## src/rtl/if_fetch_if.sv

```systemverilog
// if_fetch_if: request/response bus between the fetch stage, the memory
// controller instruction port and decode.
//   master : fetch stage  (drives request and id_* head, receives response and id_ready)
//   slave  : controller + decode side (mirror image)
// Op/len encoding: MEM_NOP = 2'd0, MEM_LOAD = 2'd1, MEM_WORD = 2'd2.
interface if_fetch_if;
  logic [1:0]  mem_if_op;
  logic [1:0]  mem_if_len;
  logic [31:0] mem_if_addr;
  logic        mem_if_rdy;
  logic [31:0] mem_if_data;
  logic        id_valid;
  logic [31:0] id_inst;
  logic [31:0] id_pc;
  logic        id_ready;

  modport master (
    output mem_if_op, mem_if_len, mem_if_addr,
    input  mem_if_rdy, mem_if_data,
    output id_valid, id_inst, id_pc,
    input  id_ready
  );

  modport slave (
    input  mem_if_op, mem_if_len, mem_if_addr,
    output mem_if_rdy, mem_if_data,
    input  id_valid, id_inst, id_pc,
    output id_ready
  );
endinterface

```

## src/rtl/if_fetch.sv

```systemverilog
// if_fetch: instruction fetch stage. Holds the PC, keeps one word fetch
// outstanding at a time and buffers {pc, inst} pairs in a FIFO drained by
// decode over a valid/ready handshake. A taken jump flushes and redirects.
//
// Parameters:
//   QUEUE_DEPTH : FIFO entries, power of two, >= 2
//   RESET_PC    : PC loaded at reset
// Ports:
//   clk_in      : clock, rising edge
//   rst_in      : asynchronous active-high reset
//   rdy_in      : global ready, low freezes all state
//   jmp_in      : taken jump / redirect (highest priority)
//   jmp_addr_in : redirect target
//   bus         : if_fetch_if.master (mem_if_* request/response, id_* head)
// Build option:
//   IF_BYPASS_EN : when defined, a response arriving with an empty FIFO is
//                  presented on id_* in the same cycle (zero latency).
module if_fetch #(
  parameter int unsigned QUEUE_DEPTH = 4,
  parameter logic [31:0] RESET_PC    = 32'h0
) (
  input  logic        clk_in,
  input  logic        rst_in,
  input  logic        rdy_in,
  input  logic        jmp_in,
  input  logic [31:0] jmp_addr_in,
  if_fetch_if.master  bus
);

  localparam logic [1:0] MEM_NOP  = 2'd0;
  localparam logic [1:0] MEM_LOAD = 2'd1;
  localparam logic [1:0] MEM_WORD = 2'd2;

  localparam int unsigned PTR_W = (QUEUE_DEPTH > 1) ? $clog2(QUEUE_DEPTH) : 1;
  localparam int unsigned CNT_W = PTR_W + 1;
  localparam logic [CNT_W-1:0] DEPTH_C = CNT_W'(QUEUE_DEPTH);

  typedef enum logic {ST_IDLE, ST_WAIT} state_t;

  state_t           state;
  logic [31:0]      pc;
  logic [1:0]       op_q;
  logic [31:0]      addr_q;
  logic [31:0]      inst_mem [QUEUE_DEPTH];
  logic [31:0]      pc_mem   [QUEUE_DEPTH];
  logic [PTR_W-1:0] wr_ptr;
  logic [PTR_W-1:0] rd_ptr;
  logic [CNT_W-1:0] count;

  logic             head_valid;
  logic             resp_ok;
  logic             push;
  logic             pop;
  logic [CNT_W-1:0] cnt_next;
  logic             id_valid_c;
  logic [31:0]      id_inst_c;
  logic [31:0]      id_pc_c;

  // Handshake decode and head presentation
  always_comb begin
    head_valid = (count != '0);
    resp_ok    = rdy_in && !jmp_in && (state == ST_WAIT) && bus.mem_if_rdy;
    pop        = rdy_in && !jmp_in && head_valid && bus.id_ready;
`ifdef IF_BYPASS_EN
    // Empty FIFO: forward the response straight to decode; if decode takes
    // it now it never enters the FIFO.
    id_valid_c = head_valid || resp_ok;
    id_inst_c  = head_valid ? inst_mem[rd_ptr] : (resp_ok ? bus.mem_if_data : inst_mem[rd_ptr]);
    id_pc_c    = head_valid ? pc_mem[rd_ptr]   : (resp_ok ? pc              : pc_mem[rd_ptr]);
    push       = resp_ok && !(!head_valid && bus.id_ready);
`else
    id_valid_c = head_valid;
    id_inst_c  = inst_mem[rd_ptr];
    id_pc_c    = pc_mem[rd_ptr];
    push       = resp_ok;
`endif
    cnt_next = count + CNT_W'(push) - CNT_W'(pop);
  end

  assign bus.mem_if_op   = op_q;
  assign bus.mem_if_len  = MEM_WORD;
  assign bus.mem_if_addr = addr_q;
  assign bus.id_valid    = id_valid_c;
  assign bus.id_inst     = id_inst_c;
  assign bus.id_pc       = id_pc_c;

  // Fetch FSM, PC and FIFO state
  always_ff @(posedge clk_in or posedge rst_in) begin
    if (rst_in) begin
      state  <= ST_IDLE;
      pc     <= RESET_PC;
      op_q   <= MEM_NOP;
      addr_q <= RESET_PC;
      wr_ptr <= '0;
      rd_ptr <= '0;
      count  <= '0;
      for (int i = 0; i < int'(QUEUE_DEPTH); i++) begin
        inst_mem[i] <= '0;
        pc_mem[i]   <= '0;
      end
    end else if (rdy_in) begin
      if (jmp_in) begin
        // Flush and redirect; any response this cycle is dropped.
        state  <= ST_IDLE;
        pc     <= jmp_addr_in;
        op_q   <= MEM_NOP;
        wr_ptr <= '0;
        rd_ptr <= '0;
        count  <= '0;
      end else begin
        if (push) begin
          inst_mem[wr_ptr] <= bus.mem_if_data;
          pc_mem[wr_ptr]   <= pc;
          wr_ptr           <= wr_ptr + PTR_W'(1);
        end
        if (pop) begin
          rd_ptr <= rd_ptr + PTR_W'(1);
        end
        count <= cnt_next;

        case (state)
          ST_IDLE: begin
            if (count < DEPTH_C) begin
              state  <= ST_WAIT;
              op_q   <= MEM_LOAD;
              addr_q <= pc;
            end
          end
          ST_WAIT: begin
            if (resp_ok) begin
              pc <= pc + 32'd4;
              // Chain the next request only if a slot remains after this cycle.
              if (cnt_next < DEPTH_C) begin
                addr_q <= pc + 32'd4;
              end else begin
                state <= ST_IDLE;
                op_q  <= MEM_NOP;
              end
            end
          end
          default: state <= ST_IDLE;
        endcase
      end
    end
  end

endmodule

```

## src/flat_wrapper.sv

```systemverilog
// flat-port wrapper written by rule: the top's interface ports become plain ports
module if_fetch_flat 
#(
  parameter int unsigned QUEUE_DEPTH = 4,
  parameter logic [31:0] RESET_PC    = 32'h0
)
  (clk_in, rst_in, rdy_in, jmp_in, jmp_addr_in, bus_mem_if_op, bus_mem_if_len, bus_mem_if_addr, bus_mem_if_rdy, bus_mem_if_data, bus_id_valid, bus_id_inst, bus_id_pc, bus_id_ready);
  if_fetch_if bus_i ();
  input  logic clk_in;
  input  logic rst_in;
  input  logic rdy_in;
  input  logic jmp_in;
  input  logic [31:0] jmp_addr_in;
  output wire logic [$bits(bus_i.mem_if_op)-1:0] bus_mem_if_op;
  output wire logic [$bits(bus_i.mem_if_len)-1:0] bus_mem_if_len;
  output wire logic [$bits(bus_i.mem_if_addr)-1:0] bus_mem_if_addr;
  input wire logic [$bits(bus_i.mem_if_rdy)-1:0] bus_mem_if_rdy;
  input wire logic [$bits(bus_i.mem_if_data)-1:0] bus_mem_if_data;
  output wire logic [$bits(bus_i.id_valid)-1:0] bus_id_valid;
  output wire logic [$bits(bus_i.id_inst)-1:0] bus_id_inst;
  output wire logic [$bits(bus_i.id_pc)-1:0] bus_id_pc;
  input wire logic [$bits(bus_i.id_ready)-1:0] bus_id_ready;
  assign bus_mem_if_op = bus_i.mem_if_op;
  assign bus_mem_if_len = bus_i.mem_if_len;
  assign bus_mem_if_addr = bus_i.mem_if_addr;
  assign bus_i.mem_if_rdy = bus_mem_if_rdy;
  assign bus_i.mem_if_data = bus_mem_if_data;
  assign bus_id_valid = bus_i.id_valid;
  assign bus_id_inst = bus_i.id_inst;
  assign bus_id_pc = bus_i.id_pc;
  assign bus_i.id_ready = bus_id_ready;
  if_fetch #(.QUEUE_DEPTH(QUEUE_DEPTH), .RESET_PC(RESET_PC)) u_core (.clk_in(clk_in), .rst_in(rst_in), .rdy_in(rdy_in), .jmp_in(jmp_in), .jmp_addr_in(jmp_addr_in), .bus(bus_i));
endmodule
```

## config.mk

```make
export PLATFORM = sky130hd
export DESIGN_NAME = if_fetch_flat
export DESIGN_NICKNAME = d
export VERILOG_FILES = /design/src/rtl/if_fetch_if.sv /design/src/rtl/if_fetch.sv /design/src/flat_wrapper.sv
export SDC_FILE = /design/constraint.sdc
export NUM_CORES = 1
export LEC_CHECK = 0
export BUFFER_PORTS_ARGS = -buffer_cell sky130_fd_sc_hd__buf_2
export CAP_MARGIN = 10
export CORE_MARGIN = 2
export CORE_UTILIZATION = 41
export CTS_CLUSTER_SIZE = 28
export DETAILED_ROUTE_END_ITERATION = 8
export GPL_TIMING_DRIVEN = 0
export SLEW_MARGIN = 20
export SYNTH_ARGS = -nofsm -noshare
export SYNTH_HDL_FRONTEND = slang
export SYNTH_SLANG_ARGS = --single-unit
```

## constraint.sdc

```tcl
create_clock -name clk_in -period 10.2 [get_ports clk_in]
set_input_delay 1.02 -clock clk_in [delete_from_list [all_inputs] [get_ports clk_in]]
set_output_delay 1.02 -clock clk_in [all_outputs]
set_load 0.02 [all_outputs]
```

**Word level (Yosys, flattened, before mapping)**

Index checks and enable logic that the tools add are counted.

- Word-level logic and storage cells: 84
- Latch bits: 0
- Memory bits (read-only): 0
- Output and inout port bits: 101
- Register bits after elaboration: 330
- Bits in writable memories: 0
- Memories kept: 0
- Bits of input ports: 70

- Shift operators: 0
- Mux-type cells: 32
- Multipliers: 0
- Magnitude comparators: 5
- Divide/modulo/power cells: 0
- Bitwise gates (word level): 4
- Reduce and logical (&&, ||, !) cells: 17
- Add/subtract/negate cells: 5
- Equal/unequal tests: 6

Operators with widths:

| operator | number |
|---|---|
| $mux W32 | 11 |
| $bwmux W128 | 2 |
| $bmux W32 S2 | 2 |
| $demux W32 S2 | 1 |
| $pmux W32 S2 | 1 |
| $add A32 B3 Y32 const B | 1 |
| $mux W2 | 8 |
| $ge A3 B3 Y1 const B | 2 |
| $logic_and A1 B1 Y1 | 6 |
| $lt A3 B3 Y1 const B | 2 |
| $ne A3 B3 Y1 const B | 2 |
| $not A2 Y3 | 2 |
| $reduce_and A3 Y1 | 2 |
| $reduce_bool A2 Y1 | 3 |
| $reduce_and A5 Y1 | 1 |
| $add A2 B1 Y2 const B | 2 |
| $mux W1 | 4 |
| $ne A2 B2 Y1 const B | 2 |
| $pmux W2 S2 | 1 |
| $reduce_and A2 Y1 | 2 |
| $reduce_and A4 Y1 | 1 |
| $add A3 B1 Y3 | 1 |
| $lt A3 B1 Y1 const B | 1 |
| $mux W3 | 1 |
| other kinds (7) | 8 |

**Depth between registers and ports, before layout**

- Depth after elaboration: 11
- Gate-level depth with buffers: 15
- Gate-level depth less buffers: 14

**Least setup slack after synthesis**

No wires, ideal clock.

- Path type: input -> register
- Start: in jmp_in
- End: reg u_core.addr_q[0] (netlist: u_core.bus.mem_if_addr[0])
- Arrival time: 3.671 ns
- Setup slack: 6.404 ns
- Setup time: 0.125 ns
- Path buffers: 2
- Required time: 10.075 ns
- Stages on the path: 12
- Path through: clkbuf_1 -> buf_1 -> nor2_1 -> ha_1 -> inv_1 -> ha_1 -> inv_1 -> fa_1 -> xor2_1 -> or4b_1 -> o311ai_2 -> mux2_2

- Longest elaborated chain between the ends: 9
- Elaborated cells between the ends (all ways): 13
- Those cells by class: add/sub (2); order compare (1); eq/ne (2); bitwise (1); reduce/logical (7)

RTL lines:

| element | line | RTL |
|---|---|---|
| from (decl) | flat_wrapper.sv:12 | `input logic jmp_in;` |
| $logic_not A1 Y1 | if_fetch.sv:62, if_fetch.sv:63 |  |
| $logic_and A1 B1 Y1 | if_fetch.sv:62, if_fetch.sv:63 |  |
| $logic_and A1 B1 Y1 (2 in series) | if_fetch.sv:62 | `resp_ok = rdy_in && !jmp_in && (state == ST_WAIT) && bus.mem_if_rdy;` |
| $add A3 B1 Y3 | if_fetch.sv:77 | `cnt_next = count + CNT_W'(push) - CNT_W'(pop);` |
| $sub A3 B1 Y3 | if_fetch.sv:77 |  |
| $lt A3 B3 Y1 | if_fetch.sv:133 | `if (cnt_next < DEPTH_C) begin` |
| $ne A2 B2 Y1 (no source line) | n/a |  |
| $reduce_and A5 Y1 (no source line) (*) | n/a |  |
| to (signal assigned) | if_fetch.sv:126 | `addr_q <= pc;` |
| to (signal assigned) | if_fetch.sv:134 | `addr_q <= pc + 32'd4;` |
| to (decl) | if_fetch.sv:43 | `logic [31:0] addr_q;` |

Every way passes the cells marked *; elsewhere a longest branch is shown, timed or not.
A chain may end at the register's enable or synchronous reset.

**Worst setup path in the final report**

- Start: in jmp_in
- End: reg u_core.addr_q[30] (netlist: u_core.bus.mem_if_addr[30])

Same word-level chain as after synthesis.

==> implementation parameters <==
Parameter                              Value

Yosys
  Share of the synthesized area in the top cell type ... approximately 54%
  Synth Area in Compound Gates ... under 10%
  Area share of fa/ha/maj cells after synthesis ... 0.704%
  Top cells by area, synth ... sky130_fd_sc_hd__dfrtp_1 (54%), sky130_fd_sc_hd__mux2_2 (18%), sky130_fd_sc_hd__mux4_2 (9.4%)
  Number of storage elements in the synthesis netlist ... 329
  Dominant synthesized flop cell ... sky130_fd_sc_hd__dfrtp_1
  Async S/R FF share, synth ... between 90% and 100%
  Post-synthesis share of cell area spent on xor and xnor gates ... 2.00%
  Number of instances in the synthesized netlist ... around 1.1k
  Dominant combinational cell family by area after synthesis ... multiplexers
  Mux share of post-synthesis cell area ... approximately 28%
  Fraction of the mapped netlist area in simple logic gates ... between 6 and 7%
  Seq/Total Area, Yosys ... around 54%
  Number of warnings issued by yosys ... 0
  Mean Syn Cell Area ... 13.4 um2
  Netlist area before placement ... between 0.015 and 0.02 mm2
  Synth cell types ... 55
  Library cell occupying the most area in the post-synthesis netlist ... sky130_fd_sc_hd__dfrtp_1
  Number of enable flip-flop cells after synthesis ... 0

Die
  Die outline width ... between 150 and 200 um
  Die height ... approximately 200 um
  Initial Util ... a little over two fifths
  I/O Pins ... between 150 and 200
  Die footprint ... approximately 0.04 mm2
  Std-Cell Core Area ... between 0.03 and 0.04 mm2
  Std cell rows ... 70

Route
  Post-Route WL ... approximately 40000 um
  Routed via count ... roughly 10k
  DRC violation count after routing ... 0
  Post-route antenna net violation count ... 0
  Number of violations reported at the end of detailed-routing iteration 0 ... between 600 and 700
  Detail-routed via count per cell ... approximately 5.5
  Wirelength per Cell ... about 21 um
  Detailed-routing iteration count for the pre-antenna-repair pass ... 5

Setup path
  Path type of the worst setup path ... in2reg
  Cell chain of the critical path ... buf_2, clkbuf_1, buf_1, nor2_1, ha_1, inv_1, ha_1, inv_1, fa_1, xor2_1, or4b_1, o311ai_2, buf_2, nor2_1, a21oi_1
  Cell at the slowest stage of the critical path ... sky130_fd_sc_hd__buf_1
  Critical Path Max Stage Delay ... roughly 0.53 ns
  Maximum fanout count along the critical path ... 10
  Crit path capture type ... flip-flop
  Critical path data arrival time ... 4.81 ns
  Crit path launch ... jmp_in
  Top Family by Delay on Critical Path ... buffers and inverters
  CP bufs+invs ... 6
  Worst Path Required ... about 11 ns
  Worst setup SP type ... input pin
  Startpoint of the worst register-to-register path ... u_core.count[2]

Power and ir drop
  Fraction of power spent switching nets ... 34.2%
  Proportion of power drawn by the clock network ... between 20% and 30%
  Net Switching ... 1.85 mW
  Cell internal pwr ... ~3.6 mW
  Static leakage ... a little over 8 nW
  Sequential group share of total power ... between 30% and 40%
  Power density cells ... about 300 mW/mm2
  Worst vdd ir ... approximately 160 uV
  Fraction of power consumed by combinational cells ... around 37%

GRT
  Global routing usage summed across all routing layers ... between 20 and 25%
  Largest net degree at the start of global routing ... 100
  Sum of overflow across all layers after global routing ... 0
  Vias in the first global route ... ~10k
  Wire length of the first global-routing pass ... about 61000 um
  Initial antenna violation count ... 2

Place
  Placed cell area ... around 0.017 mm2
  DP Cell Count ... between 1.5k and 2k
  Hpwl dp ... 27000 um
  Count of buffers from port buffering ... between 150 and 200
  GPL Wtd Cong ... a little over 0.8
  Worst slack after detailed placement ... approximately 5.3 ns

Timing
  Final number of max-transition violations ... 0
  Share of the cycle needed by the critical path after routing ... 42.7%
  Setup repair after global routing missed its margin ... no
  Relative max-transition margin ... 22.2%
  Max Clock Freq ... 0.230 GHz
  Final hold slack ... between 0.4 and 0.5 ns
  Final worst setup slack ... 5.85 ns
  Total Neg Setup Slack ... 0 ns
  Final critical path time including I/O delays and setup ... approximately 4.4 ns
  Worst clock skew ... approximately 0.015 ns
  Least-Margin Pin Slew ... 1.17 ns
  Number of endpoints with negative hold slack in the final report ... 0
  Setup violations, final ... 0

CTS
  Total CTS buffers ... 38
  Number of cells upsized or downsized after cts ... 0
  CTS tree ... done
  CTS root buffer ... sky130_fd_sc_hd__clkbuf_16
  H-tree lvl count ... 2
  Clock latency at the later pin of the worst-skew pair ... around 0.54 ns
  Number of hold buffers added after CTS ... 0
  Post-CTS setup buffer count ... 0
  Clock-pin slew reported for the worst setup and hold paths after clock tree synthesis ... ~0.060 ns
  Maximum buffer depth of the clock tree ... 3
  # clock sinks ... 329

Finish
  Final-stage net count ... about 1.4k
  Fill count ... 3243
  Count of placed standard cells in the final layout, fillers left out ... 1854
  Area delta synth->final ... 18.3%
  Ratio of cells with drive above 1 in the final layout ... 43.9%
  Non-Filler Cell Area, Final ... between 0.015 and 0.02 mm2

Status
  Result of the run ... completed

Run
  Maxcap violations ... 0

Min path
  Hold crit path type ... reg2reg
  Startpoint of the lowest-slack hold path ... u_core.pc_mem[14]
[cells in the mapped netlist, types with 3 or more instances]
master,number
sky130_fd_sc_hd__a21oi_1,51
sky130_fd_sc_hd__a221o_1,3
sky130_fd_sc_hd__a22oi_1,10
sky130_fd_sc_hd__a32oi_1,4
sky130_fd_sc_hd__and2_1,4
sky130_fd_sc_hd__and3_1,12
sky130_fd_sc_hd__and4_1,7
sky130_fd_sc_hd__buf_1,9
sky130_fd_sc_hd__buf_2,48
sky130_fd_sc_hd__buf_4,6
sky130_fd_sc_hd__clkbuf_1,35
sky130_fd_sc_hd__dfrtp_1,329
sky130_fd_sc_hd__ha_1,7
sky130_fd_sc_hd__inv_1,14
sky130_fd_sc_hd__mux2_2,247
sky130_fd_sc_hd__mux2i_1,4
sky130_fd_sc_hd__mux4_2,64
sky130_fd_sc_hd__nand2_1,42
sky130_fd_sc_hd__nand3_1,23
sky130_fd_sc_hd__nand4_1,17
sky130_fd_sc_hd__nor2_1,65
sky130_fd_sc_hd__nor2b_1,5
sky130_fd_sc_hd__nor3_1,16
sky130_fd_sc_hd__o21ai_0,42
sky130_fd_sc_hd__o22ai_1,6
sky130_fd_sc_hd__o2bb2ai_1,4
sky130_fd_sc_hd__xnor2_1,19
sky130_fd_sc_hd__xor2_1,16
[routing by layer]
layer / GRT usage, % / part of all wire, %
met3: 4.18 / 6.2
met1: 28.7 / 44
met5: 0 / 0.028
met4: 7.80 / 3.1
met2: 31.8 / 46
[power by group through the flow]
stage          Combinational, mW  Clock [mW]  Sequential, mW
3_3_place_gp                1.97           0            2.07
6_report                    1.98        1.37            2.07
2_1_floorplan               1.36           0            2.09
5_1_grt                     2.15        1.47            2.13
3_5_place_dp                2.01           0            2.09
4_1_cts                     2.02        1.41            2.07
[layout make-up]
type                            count  area, um2  share of cell area [%]
Multi-Input combinational cell    701       6550                    36.2
Inverter                           16       67.6                   0.374
Buffer                             99        457                    2.53
Sequential cell                   329       8230                    45.5
Clock buffer                       57       1110                    6.15
Timing Repair Buffer              170        918                    5.08
Tap cell                          468        586                    3.24
Antenna cell                        3       7.51                  0.0415
Clock inverter                     11        155                   0.858
[logic make-up (layout without fill, tap and decap cells)]
kind of cell    after synthesis  count (layout)
other cells                   2               6
mux                         315             315
fa+ha+maj                     8               8
xor+xnor                     35              35
flops                       329             329
compound gates              135             135
simple gates                205             205
buf+inv                     115             353
[per-stage QoR]
| step | util [%] | power [mW] |
|---|---|---|
| 4_1_cts | 49.3 | 5.50 |
| 2_1_floorplan | - | 3.46 |
| 3_5_place_dp | 45.8 | 4.10 |
| 6_report | 49.3 | 5.42 |
| 3_3_place_gp | 45.6 | 4.04 |
| 5_1_grt | 49.3 | 5.75 |
[state kept, by name, summed over array words and instances (netlist names)]
signal	count
u_core.pc	32
u_core.inst_mem	128
u_core.bus.mem_if_op	1
u_core.state	1
u_core.pc_mem	128
u_core.wr_ptr	2
u_core.count	3
u_core.rd_ptr	2
u_core.bus.mem_if_addr	32
[tightest hold or removal path: cells and delay by family (launching register included)]
kind | cells | cell delay [ns]
AOI/OAI and AO/OA | 1 | 0.06
and+or+nand+nor | 1 | 0.04
DFF | 1 | 0.34
[final timing paths]
kind,endpoint,slack (ns),cells past startpoint
hold / removal,u_core.pc_mem[14],0.47,2
min in group asynchronous,u_core.pc_mem[111],0.52,2
setup / recovery,u_core.bus.mem_if_addr[30],5.85,15
hold reg to reg,u_core.pc_mem[14],0.47,2
max in group asynchronous,u_core.inst_mem[52],8.04,5
setup reg to reg,u_core.bus.mem_if_addr[30],6.63,15
[cells in the final DEF, fill, tap and decap left out, types with 4 or more instances in the layout]
master,netlist,final
sky130_fd_sc_hd__nand2_1,42,42
sky130_fd_sc_hd__and4_1,7,7
sky130_fd_sc_hd__xor2_1,16,16
sky130_fd_sc_hd__nor2b_1,5,5
sky130_fd_sc_hd__and3_1,12,12
sky130_fd_sc_hd__clkbuf_8,0,9
sky130_fd_sc_hd__o2bb2ai_1,4,4
sky130_fd_sc_hd__and2_1,4,4
sky130_fd_sc_hd__inv_1,14,13
sky130_fd_sc_hd__nor3_1,16,16
sky130_fd_sc_hd__mux4_2,64,64
sky130_fd_sc_hd__clkbuf_16,0,38
sky130_fd_sc_hd__mux2_2,247,247
sky130_fd_sc_hd__buf_1,9,8
sky130_fd_sc_hd__nand3_1,23,23
sky130_fd_sc_hd__a32oi_1,4,4
sky130_fd_sc_hd__ha_1,7,7
sky130_fd_sc_hd__o22ai_1,6,6
sky130_fd_sc_hd__o21ai_0,42,42
sky130_fd_sc_hd__buf_2,48,215
sky130_fd_sc_hd__dfrtp_1,329,329
sky130_fd_sc_hd__xnor2_1,19,19
sky130_fd_sc_hd__nor2_1,65,65
sky130_fd_sc_hd__nand4_1,17,17
sky130_fd_sc_hd__buf_4,6,6
sky130_fd_sc_hd__a21oi_1,51,51
sky130_fd_sc_hd__clkbuf_1,35,45
sky130_fd_sc_hd__a22oi_1,10,10
sky130_fd_sc_hd__mux2i_1,4,4
Note: power is estimated with default switching activity, not from simulation.
